`src/rtl/fpga_cfg_pkg.sv`:
```
`default_nettype none
// ============================================================================
// fpga_cfg_pkg
// Shared fixed-point configuration and math-library types.
// Revision: 1.1 - divider latency constant and state type
// ============================================================================
package fpga_cfg_pkg;

   localparam int FP_WIDTH       = 32;
   localparam int FP_QINT        = 16;
   localparam int FP_QFRAC       = 16;
   // Accept-to-valid_out edge count of fx_div, for scheduler alignment
   localparam int FP_DIV_LATENCY = FP_WIDTH + FP_QFRAC + 1;

   typedef enum logic [1:0] {
      IDLE   = 2'd0,
      CALC   = 2'd1,
      FINISH = 2'd2
   } div_state_e;

endpackage
`default_nettype wire

```
`src/rtl/fx_div.sv`:
```
`default_nettype none
// ============================================================================
// fx_div
// Sequential signed Q-format divider: restoring radix-2, one quotient bit/clk.
// Revision: 1.0 - initial release
// ============================================================================
module fx_div
   import fpga_cfg_pkg::*;
#(
   parameter int WIDTH = FP_WIDTH,
   parameter int QINT  = FP_QINT,
   parameter int QFRAC = FP_QFRAC
) (
   input  logic                    clk,
   input  logic                    rst_n,
   input  logic                    valid_in,
   output logic                    ready_in,
   input  logic signed [WIDTH-1:0] a,
   input  logic signed [WIDTH-1:0] b,
   output logic signed [WIDTH-1:0] result,
   output logic                    valid_out,
   output logic                    dbz,
   output logic                    ovf
);

   localparam int ITER  = WIDTH + QFRAC;
   localparam int CNT_W = $clog2(ITER);

   localparam logic [CNT_W-1:0] c_cnt_last = CNT_W'(ITER - 1);
   localparam logic [WIDTH-1:0] c_max_pos  = {1'b0, {(WIDTH-1){1'b1}}};
   localparam logic [WIDTH-1:0] c_max_neg  = {1'b1, {(WIDTH-1){1'b0}}};

   generate
      if (QINT + QFRAC != WIDTH) begin : g_bad_qformat
         $error("fx_div: QINT + QFRAC must equal WIDTH");
      end
   endgenerate

   // Returns {quotient bit, new remainder}; remainder always stays below |b|
   function automatic logic [WIDTH:0] restore_step(
      input logic [WIDTH-1:0] rem,
      input logic             din,
      input logic [WIDTH-1:0] dvs
   );
      logic [WIDTH:0] sh;
      sh = {rem, din};
      if (sh >= {1'b0, dvs}) begin
         restore_step = {1'b1, WIDTH'(sh - {1'b0, dvs})};
      end else begin
         restore_step = {1'b0, sh[WIDTH-1:0]};
      end
   endfunction

   div_state_e       r_state;
   div_state_e       w_next;
   logic [ITER-1:0]  r_dividend;
   logic [ITER-1:0]  r_quot;
   logic [WIDTH-1:0] r_divisor;
   logic [WIDTH-1:0] r_rem;
   logic [CNT_W-1:0] r_cnt;
   logic             r_neg;
   logic             r_a_neg;
   logic             r_dbz_pend;

   logic [WIDTH-1:0] w_a_mag;
   logic [WIDTH-1:0] w_b_mag;
   logic [WIDTH:0]   w_step;
   logic [WIDTH-1:0] w_q_lo;
   logic             w_q_hi_nz;
   logic             w_ovf_pos;
   logic             w_ovf_neg;

   // Unsigned view keeps |-2^(WIDTH-1)| exact
   assign w_a_mag   = a[WIDTH-1] ? $unsigned(-a) : $unsigned(a);
   assign w_b_mag   = b[WIDTH-1] ? $unsigned(-b) : $unsigned(b);
   assign w_step    = restore_step(r_rem, r_dividend[ITER-1], r_divisor);

   assign w_q_lo    = r_quot[WIDTH-1:0];
   assign w_q_hi_nz = |r_quot[ITER-1:WIDTH];
   assign w_ovf_pos = !r_neg && (w_q_hi_nz || w_q_lo[WIDTH-1]);
   assign w_ovf_neg =  r_neg && (w_q_hi_nz || (w_q_lo[WIDTH-1] && (|w_q_lo[WIDTH-2:0])));

   always_comb begin
      w_next   = r_state;
      ready_in = 1'b0;
      case (r_state)
         IDLE: begin
            ready_in = 1'b1;
            if (valid_in) begin
               w_next = (b == '0) ? FINISH : CALC;
            end
         end
         CALC: begin
            if (r_cnt == '0) begin
               w_next = FINISH;
            end
         end
         FINISH: begin
            w_next = IDLE;
         end
         default: begin
            w_next = IDLE;
         end
      endcase
   end

   always_ff @(posedge clk or negedge rst_n) begin
      if (!rst_n) begin
         r_state    <= IDLE;
         r_dividend <= '0;
         r_quot     <= '0;
         r_divisor  <= '0;
         r_rem      <= '0;
         r_cnt      <= '0;
         r_neg      <= 1'b0;
         r_a_neg    <= 1'b0;
         r_dbz_pend <= 1'b0;
         result     <= '0;
         valid_out  <= 1'b0;
         dbz        <= 1'b0;
         ovf        <= 1'b0;
      end else begin
         r_state   <= w_next;
         valid_out <= 1'b0;
         case (r_state)
            IDLE: begin
               if (valid_in) begin
                  r_dividend <= {w_a_mag, {QFRAC{1'b0}}};
                  r_divisor  <= w_b_mag;
                  r_neg      <= a[WIDTH-1] ^ b[WIDTH-1];
                  r_a_neg    <= a[WIDTH-1];
                  r_dbz_pend <= (b == '0);
                  r_cnt      <= c_cnt_last;
                  r_rem      <= '0;
                  r_quot     <= '0;
               end
            end
            CALC: begin
               r_dividend <= r_dividend << 1;
               r_rem      <= w_step[WIDTH-1:0];
               r_quot     <= {r_quot[ITER-2:0], w_step[WIDTH]};
               r_cnt      <= r_cnt - CNT_W'(1);
            end
            FINISH: begin
               valid_out <= 1'b1;
               if (r_dbz_pend) begin
                  result <= r_a_neg ? c_max_neg : c_max_pos;
                  dbz    <= 1'b1;
                  ovf    <= 1'b0;
               end else if (w_ovf_pos) begin
                  result <= c_max_pos;
                  dbz    <= 1'b0;
                  ovf    <= 1'b1;
               end else if (w_ovf_neg) begin
                  result <= c_max_neg;
                  dbz    <= 1'b0;
                  ovf    <= 1'b1;
               end else begin
                  // -0 in two's complement is 0, so a zero quotient stays zero
                  result <= r_neg ? -w_q_lo : w_q_lo;
                  dbz    <= 1'b0;
                  ovf    <= 1'b0;
               end
            end
            default: begin
            end
         endcase
      end
   end

endmodule
`default_nettype wire
```
`config.mk`:
```
export PLATFORM = sky130hd
export DESIGN_NAME = fx_div
export DESIGN_NICKNAME = d
export VERILOG_FILES = /design/src/rtl/fpga_cfg_pkg.sv /design/src/rtl/fx_div.sv
export SDC_FILE = /design/constraint.sdc
export NUM_CORES = 1
export LEC_CHECK = 0
export CORE_MARGIN = 1
export CORE_UTILIZATION = 53
export DETAILED_ROUTE_END_ITERATION = 6
export PLACE_DENSITY = 0.85
export SKIP_CTS_REPAIR_TIMING = 1
export SLEW_MARGIN = 20
export SYNTH_ARGS = -nofsm -noshare
export SYNTH_HDL_FRONTEND = slang
export SYNTH_SLANG_ARGS = --single-unit
```
`constraint.sdc`:
```
create_clock -name clk -period 2.47 [get_ports clk]
set_input_delay 0.494 -clock clk [delete_from_list [all_inputs] [get_ports clk]]
set_output_delay 0.494 -clock clk [all_outputs]
set_load 0.01 [all_outputs]
```
==> results.sh <==
export IMPL_status="complete, but fails checks"
export IMPL_violations="negative setup slack"
export IMPL_cts_buffer_depth=2
export IMPL_numCtsBuffers=17
export IMPL_slew_headroom=0.483
export IMPL_synth_seq_cells=190
export IMPL_slowest_delay_ps=420
export IMPL_max_freq_ghz=0.333
export IMPL_rows=53
export IMPL_die_w_um=150
export IMPL_synth_area_um2=11600
export IMPL_first_global_vias=11585
export IMPL_vias=12960
export IMPL_ys_top_cells_by_area="dfrtp_1 (41%), o21ai_0 (5.8%), nand2_1 (5.1%)"
export IMPL_maxCapViolations=0
export IMPL_area_growth_pct=41.9
export IMPL_drtIter0Drc=1603
export IMPL_synth_nets=1430
export IMPL_overflow=0
export IMPL_grt_max_degree=77
export IMPL_path_buf_inv=3
export IMPL_hold_viol_final=0
export IMPL_final_area_um2=16400
export IMPL_final_layout_size_suffix_gt1_frac=0.282
export IMPL_nets=1736
export IMPL_worstPathArrival_ps=3340
export IMPL_fin_crit_ps=3000
export IMPL_grt_pass1_wl_um=56500
export IMPL_dp_hpwl_um=23600
export IMPL_ir_worst_vdd_mv=0.752
export IMPL_vias_per_cell=6.75
export IMPL_die_h_um=150
export IMPL_portBuffers=102
export IMPL_post_synth_top_area_fraction=0.411
export IMPL_rsz0062_at_grt="yes"
export IMPL_critical_path_class="flop to flop"
export IMPL_critPathCaptureType="flop"
export IMPL_placed_cell_area_um2=14700
export IMPL_drt_total_wl_um=42700
export IMPL_start_kind="flop"
export IMPL_cts_tree="yes"
export IMPL_start_util=0.545
export IMPL_clock_sinks=190
export IMPL_critPathSlowestCell="dfrtp_1"
export IMPL_dieArea_um2=22400
export IMPL_drcViolationCount=0
export IMPL_synthDistinctLibCells=70
export IMPL_routedWlPerCell_um=22.3
export IMPL_yosysTopAreaCell="dfrtp_1"
export IMPL_yosysWarnings=0
export IMPL_diodes=0
export IMPL_powerDensity_nw_per_um2=1540
export IMPL_yosys_most_used_dff="dfrtp_1"
export IMPL_core_area_um2=21200
export IMPL_required_ps=2810
export IMPL_crit_family="compound AO/OA/AOI/OAI gates"
export IMPL_avgSynthCellArea_um2=8.73
export IMPL_cp_max_fo=7
export IMPL_power_leakage_nw=7.36
export IMPL_io_pins=103
export IMPL_drtPass1Iterations=7
export IMPL_hold_path_class="input port to asynchronous set/reset pin"
export IMPL_cts_root_buf="clkbuf_16"
export IMPL_gp_congestion=0.928
export IMPL_critical_path_cell_chain="inv_1 > ha_1 > buf_4 > a21o_1 > a21oi_1 > nand3b_1 > a22o_1 > o211ai_2 > and2_4 > clkbuf_16 > mux2i_1 > o21ai_0"
export IMPL_synth_edf_count=0
export IMPL_worstMarginPinSlew_ps=775
export IMPL_clkTransAtPathRegs_ps=80
export IMPL_setup_viol=66
export IMPL_track_usage=0.317
export IMPL_antenna_found_initial=0
export IMPL_finClkSkew_ps=16.8
export IMPL_finalCritPeriodShare=1.22
export IMPL_ant_nets=0
export IMPL_synth_seq_area_share=0.411
export IMPL_pre_cts_slack_ps=-713
export IMPL_ys_top_cells_by_count="dfrtp_1 (190), nand2_1 (158), o21ai_0 (134), nor2_1 (89), clkbuf_1 (76)"
export IMPL_slew_viol_final=0
export IMPL_yosysMostFrequentCell="dfrtp_1"
export IMPL_syn_inst=1325
export IMPL_htreeDepth=4
export IMPL_synthArstFlopShare=1.00
export IMPL_fin_ws_ps=-534
export IMPL_clkLatencyLatePin_ps=450
[layout make-up]
cell class	count	area (um^2)
multi-input cells	997	7250
fillers	1195	4810
repair buffers	373	3240
flip-flops and latches	190	4750
inverters	52	195
well taps	275	344
clock buffers	17	425
clock inverters	15	206
[final timing paths]
| check | startpoint | endpoint | slack [ps] | cells after the start |
|---|---|---|---|---|
| min | rst_n | r_rem[30] | 30 | 1 |
| max | r_divisor[26] | r_rem[10] | -530 | 12 |
| max reg2reg | r_divisor[26] | r_rem[10] | -530 | 12 |
| min in group clk | b[8] | r_divisor[8] | 480 | 4 |
| min reg2reg | dbz | dbz | 490 | 2 |
| max in group asynchronous | rst_n | r_a_neg | 1710 | 2 |
[placed cells by master, fill, tap and decap left out, types with 20 or more instances in the layout]
cell type / instances
buf_4: 253
dfrtp_1: 190
nand2_1: 152
o21ai_0: 117
nor2_1: 83
clkdlybuf4s50_1: 80
xor2_1: 60
a21oi_1: 58
a22o_1: 48
inv_1: 43
o22ai_1: 35
xnor2_1: 28
ha_1: 25
o22ai_2: 22
nand3_1: 20
clkbuf_16: 20
[registers in the layout, summed over array words and instances, names as in the netlist]
| register | cells |
|---|---|
| r_dividend | 32 |
| dbz | 1 |
| valid_out | 1 |
| r_a_neg | 1 |
| r_rem | 32 |
| result | 32 |
| r_cnt | 6 |
| r_dbz_pend | 1 |
| r_state | 2 |
| r_divisor | 32 |
| r_neg | 1 |
| r_quot | 48 |
| ovf | 1 |
[worst reg2reg max path: stages, from the launching register on]
cell and delay (ps):
dfrtp_1 420, inv_1 80, ha_1 310, buf_4 160
a21o_1 180, a21oi_1 330, nand3b_1 250, a22o_1 240
o211ai_2 130, and2_4 230, clkbuf_16 180, mux2i_1 140
o21ai_0 260
[per-stage QoR]
stage | TNS [ps] | hold slack, ps | utilization | std cells | power [mW]
after floorplan | -890 | 198 | - | 1325 | 13.2
after CTS | -15320 | 40.5 | 0.722 | 1899 | 21.8
final | -14120 | 26.3 | 0.773 | 1919 | 25.3
after detailed placement | -23910 | 471 | 0.692 | 1867 | 18.6
after global placement | -18010 | 462 | 0.692 | 1867 | 18.0
after global routing | -16790 | 59.0 | 0.773 | 1919 | 26.5
[where the power goes]
part | switching [mW] | internal, mW | leakage [nW] | total, mW
sequential | 0.901 | 4.23 | 2.39 | 5.13
clock | 1.52 | 1.49 | 0.303 | 3.00
combinational | 9.63 | 7.59 | 4.66 | 17.2
total | 12.0 | 13.3 | 7.36 | 25.3
[kinds of logic after synthesis]
family	after synthesis	share of synthesized area
buf+inv	138	0.0458
fa+ha+maj	38	0.0418
xor+xnor	89	0.0674
compound gates	450	0.254
simple gates	403	0.165
flops	190	0.411
mux	17	0.0148
[metal layers]
layer	share of wire	vias up	GRT usage
li1	-	5472	-
met1	0.37	6162	0.403
met2	0.47	1038	0.536
met3	0.097	288	0.0491
met4	0.061	0	0.131
met5	0	-	0
No activity file was read; power rests on OpenSTA's default activity.
